**src/rtl/diagonal_matrix_pkg.sv**
```systemverilog
// Shared types and helpers for the streaming matrix-to-diagonal converter.
package diagonal_matrix_pkg;

   typedef enum logic {
      LOAD = 1'b0,
      SEND = 1'b1
   } state_t;

   function automatic int idx_w(input int size);
      return (size < 2) ? 1 : $clog2(size);
   endfunction

endpackage

```
**src/rtl/matrix_index_counter.sv**
```systemverilog
// Row-major (row, col) walker over a SIZE x SIZE matrix, advanced by inc.
module matrix_index_counter
   import diagonal_matrix_pkg::*;
#(
   parameter int SIZE = 4,
   localparam int IW = idx_w(SIZE)
) (
   input  logic          clk,
   input  logic          rst,
   input  logic          inc,
   output logic [IW-1:0] row,
   output logic [IW-1:0] col,
   output logic          last
);

   localparam logic [IW-1:0] MAX = IW'(SIZE - 1);

   logic [IW-1:0] r_row;
   logic [IW-1:0] r_col;
   logic          w_col_end;

   assign w_col_end = (r_col == MAX);
   assign last      = w_col_end && (r_row == MAX);
   assign row       = r_row;
   assign col       = r_col;

   always_ff @(posedge clk) begin
      if (!rst) begin
         r_row <= '0;
         r_col <= '0;
      end else if (inc) begin
         if (w_col_end) begin
            r_col <= '0;
            r_row <= last ? '0 : r_row + 1'b1;
         end else begin
            r_col <= r_col + 1'b1;
         end
      end
   end

endmodule

```
**src/rtl/diagonal_matrix.sv**
```systemverilog
// Loads one matrix, keeps only its diagonal, then streams it back out
// with every off-diagonal element forced to zero.
module diagonal_matrix
   import diagonal_matrix_pkg::*;
#(
   parameter int SIZE       = 4,
   parameter int DATA_WIDTH = 32
) (
   input  logic                  clk,
   input  logic                  rst,
   input  logic [DATA_WIDTH-1:0] in_tdata,
   input  logic                  in_tvalid,
   output logic                  in_tready,
   output logic [DATA_WIDTH-1:0] out_tdata,
   input  logic                  out_tready,
   output logic                  out_tvalid
);

   localparam int IW = idx_w(SIZE);

   state_t                r_state;
   logic [DATA_WIDTH-1:0] r_diag [SIZE];

   logic [IW-1:0] w_row;
   logic [IW-1:0] w_col;
   logic          w_last;
   logic          w_on_diag;
   logic          w_in_hs;
   logic          w_out_hs;

   // Gating with rst keeps both handshakes dead during reset.
   assign in_tready  = rst && (r_state == LOAD);
   assign out_tvalid = rst && (r_state == SEND);
   assign w_in_hs    = in_tvalid && in_tready;
   assign w_out_hs   = out_tvalid && out_tready;
   assign w_on_diag  = (w_row == w_col);
   assign out_tdata  = (out_tvalid && w_on_diag) ? r_diag[w_row] : '0;

   matrix_index_counter #(
      .SIZE(SIZE)
   ) u_idx (
      .clk (clk),
      .rst (rst),
      .inc (w_in_hs || w_out_hs),
      .row (w_row),
      .col (w_col),
      .last(w_last)
   );

   always_ff @(posedge clk) begin
      if (!rst) begin
         r_state <= LOAD;
         for (int i = 0; i < SIZE; i++) begin
            r_diag[i] <= '0;
         end
      end else begin
         case (r_state)
            LOAD: begin
               if (w_in_hs) begin
                  if (w_on_diag) begin
                     r_diag[w_row] <= in_tdata;
                  end
                  if (w_last) begin
                     r_state <= SEND;
                  end
               end
            end
            SEND: begin
               if (w_out_hs && w_last) begin
                  r_state <= LOAD;
               end
            end
            default: r_state <= LOAD;
         endcase
      end
   end

endmodule

```
**config.mk**
```make
export PLATFORM = sky130hd
export DESIGN_NAME = diagonal_matrix
export DESIGN_NICKNAME = d
export VERILOG_FILES = /design/src/rtl/diagonal_matrix_pkg.sv /design/src/rtl/matrix_index_counter.sv /design/src/rtl/diagonal_matrix.sv
export SDC_FILE = /design/constraint.sdc
export NUM_CORES = 1
export LEC_CHECK = 0
export CAP_MARGIN = 20
export CORE_UTILIZATION = 58
export CTS_BUF_LIST = sky130_fd_sc_hd__clkbuf_4 sky130_fd_sc_hd__clkbuf_8
export CTS_CLUSTER_DIAMETER = 60
export DETAILED_ROUTE_END_ITERATION = 10
export GPL_ROUTABILITY_DRIVEN = 0
export PLACE_DENSITY = 0.82
export SLEW_MARGIN = 25
export SYNTH_ARGS = -nofsm -noshare
export SYNTH_HDL_FRONTEND = slang
export SYNTH_SLANG_ARGS = --single-unit
```
**constraint.sdc**
```tcl
create_clock -name clk -period 4 [get_ports clk]
set_input_delay 0.6 -clock clk [delete_from_list [all_inputs] [get_ports clk]]
set_output_delay 0.6 -clock clk [all_outputs]
set_load 0.005 [all_outputs]
```
==> results.json <==
{
  "post_cts_clock_slew_at_the_launch_and_capture_registers_of_the_worst_setup_and_hold_paths_ps": 70,
  "wl_met1_um": 4350,
  "worstPathMaxFanout": 19,
  "cts.sinks": 135,
  "fmax_mhz": 320,
  "post_synth_num_cell_types": 27,
  "finalInstanceArea_um2": 7310,
  "placed_cell_area_um2": 6850,
  "start_util_pct": 60.7,
  "io_pins": 70,
  "cts_repair_resize_count": 0,
  "met2RoutedLength_um": 6750,
  "fp.coreArea_um2": 9860,
  "static-leakage-power_nw": 2.50,
  "tritoncts": "done",
  "crit_required_ps": 3400,
  "cts-htree-levels": 4,
  "chipWidth_um": 104,
  "grt_usage_pct": 25.1,
  "synth-edff-count": 128,
  "finalWirelength_um": 12200,
  "route.top_layer_used": "met4",
  "area_enclosed_by_the_die_boundary_um2": 10700,
  "synth_flop_cell": "edfxtp_1",
  "detail_route.drc_violations": 0,
  "finalNonFillerCells": 644,
  "startpoint_type_of_the_worst_setup_path": "input pin",
  "rsz0062_at_grt": "false",
  "postCtsSetupRepairBufs": 0,
  "slew_headroom_pct": 42.6,
  "maximum_vdd_ir_drop_v": 0.000311,
  "detail-route-antenna-nets": 0,
  "tightest_slew_ps": 861,
  "final-setup-viol-count": 0,
  "pre_cts_ws_ps": 892,
  "hp-class": "reg2reg",
  "yosysSeqAreaShare_pct": 66.6,
  "cp_data_arrival_time_ps": 2520,
  "drt-vias-per-instance": 5.56,
  "cap_violations": 0,
  "dr_vias": 3578,
  "power_density_nw_per_um2": 434,
  "syn_inst": 424,
  "area_growth_pct": 22.2,
  "routed_wire_length_per_instance_um": 19.0,
  "antenna_cells": 0,
  "post-dp-hpwl_um": 7240,
  "rows": 36,
  "synthesis.nets": 462,
  "cts.hold.buffers_added": 0,
  "final.setup_skew_ps": 11.0,
  "grt_pass1_vias": 4018,
  "detailedRoute.firstIterationViolations": 269,
  "final.setup.worst_slack_ps": 877,
  "numPlacedInstances": 612,
  "outcome": "finished, final reports clean",
  "postSynth.asyncResetShare_pct": 0,
  "max-clock-path-buffers": 2,
  "final.period_utilization_pct": 78.1,
  "gr-total-overflow": 0,
  "timing.final.max_slew_violations": 0,
  "clock_tree.root_cell": "clkbuf_8",
  "postSynthRegisterBits": 135,
  "drive_gt1_share_pct": 22.7,
  "worst_skew_pair.late_latency_ps": 430,
  "cp-end-kind": "output pin",
  "finish.net_count": 536,
  "detailedRoute.firstPassIterationCount": 5,
  "detailroute.wirelength.met3_um": 902,
  "synth_warnings": 0,
  "synth_area_um2": 5980,
  "grt_first_pass_wirelength_um": 19900,
  "finalWorstPathRequiredPeriod_ps": 3120,
  "postSynthAreaPerCell_um2": 14.1,
  "critical_path_class": "in2out",
  "number_of_antenna_violations_at_the_first_check_in_global_routing": 0,
  "io_buffer_count": 69,
  "number_of_buffers_created_by_cts": 17,
  "pin_count_of_the_biggest_net_entering_global_routing": 33,
  "fin_setup_tns_ps": 0,
  "report.final.hold_viol_count": 0,
  "layout.core_utilization_pct": 74.2,
  "die_ht_um": 104
}
sequential cells by signal, indices dropped and copies added, names as in the netlist, named ones only:
name       flops
u_idx.col      2
r_state        1
u_idx.row      2
r_diag       128
layout make-up:
class / count / area (um^2)
sequential: 135 / 3990
fill: 588 / 2550
timing repair buffer: 84 / 816
clock inverter: 11 / 203
clock buffer: 21 / 264
tap: 133 / 166
inverter: 1 / 3.75
multi-input combinational: 259 / 1880
placed cells by master (no fill, tap or decap), types with 2 or more instances in the layout:
cell type and count:
dfxtp_1 5, ha_1 2, buf_4 14, nor2_2 30
clkbuf_4 4, xnor2_1 2, clkdlybuf4s50_1 69, nand2_1 36
clkinv_2 3, clkinv_1 2, bufinv_16 6, nor2b_1 33
nand4_1 2, nand3_1 4, a21boi_1 2, clkbuf_8 17
edfxtp_1 128, nor2_1 101, dfxtp_2 2, mux4_2 32
o21ai_4 3
final timing paths:
kind / from / endpoint / slack (ps) / depth (start not counted)
worst max-delay path: rst / out_tdata[2] / 880 / 7
worst min-delay path: u_idx.col[0] / u_idx.col[0] / 560 / 2
worst max register to register: u_idx.col[0] / r_diag[2][13] / 2010 / 4
worst min register to register: u_idx.col[0] / u_idx.col[0] / 560 / 2
critical path, stage by stage:
cell,delay (ps)
clkdlybuf4s50_1,460
buf_4,220
and2_1,190
nand3_1,120
buf_4,230
nor2b_1,160
clkdlybuf4s50_1,540
synthesized netlist by cell type, types with 3 or more instances:
cell type	count	area share, %
clkbuf_1	10	0.63
buf_2	12	1.0
nor2b_1	34	3.6
nand3_1	4	0.33
o21ai_0	3	0.25
nor2_1	101	6.3
buf_6	6	1.1
dfxtp_1	7	2.3
mux4_2	32	12
nor2_2	30	3.1
edfxtp_1	128	64
nand2_1	36	2.3
power by group:
group	internal [W]	switching, W
Sequential	0.00162	0.0000223
Clock	0.000826	0.000485
Combinational	0.0000997	0.000120
Total	0.00255	0.000627
per-layer routing:
layer  global-route usage (%)  vias to the layer above
li1                         -                     1661
met3                     5.48                       21
met2                     45.3                      159
met1                     27.8                     1737
met4                     12.7                        0
met5                        0                        -
through the flow:
stage / power, W / hold slack (ps)
2_1_floorplan: 0.00180 / 497
6_report: 0.00318 / 560
3_5_place_dp: 0.00190 / 546
4_1_cts: 0.00319 / 568
5_1_grt: 0.00327 / 592
3_3_place_gp: 0.00189 / 531
logic make-up after synthesis:
logic type	synth area share, %
AO/OA/AOI/OAI	1.07
XOR/XNOR	0.293
adder cells (fa/ha/maj)	0.418
buffers and inverters	2.95
flip-flops	66.6
multiplexers	12.4
AND/OR/NAND/NOR	16.3
No activity file was read; power rests on OpenSTA's default activity.
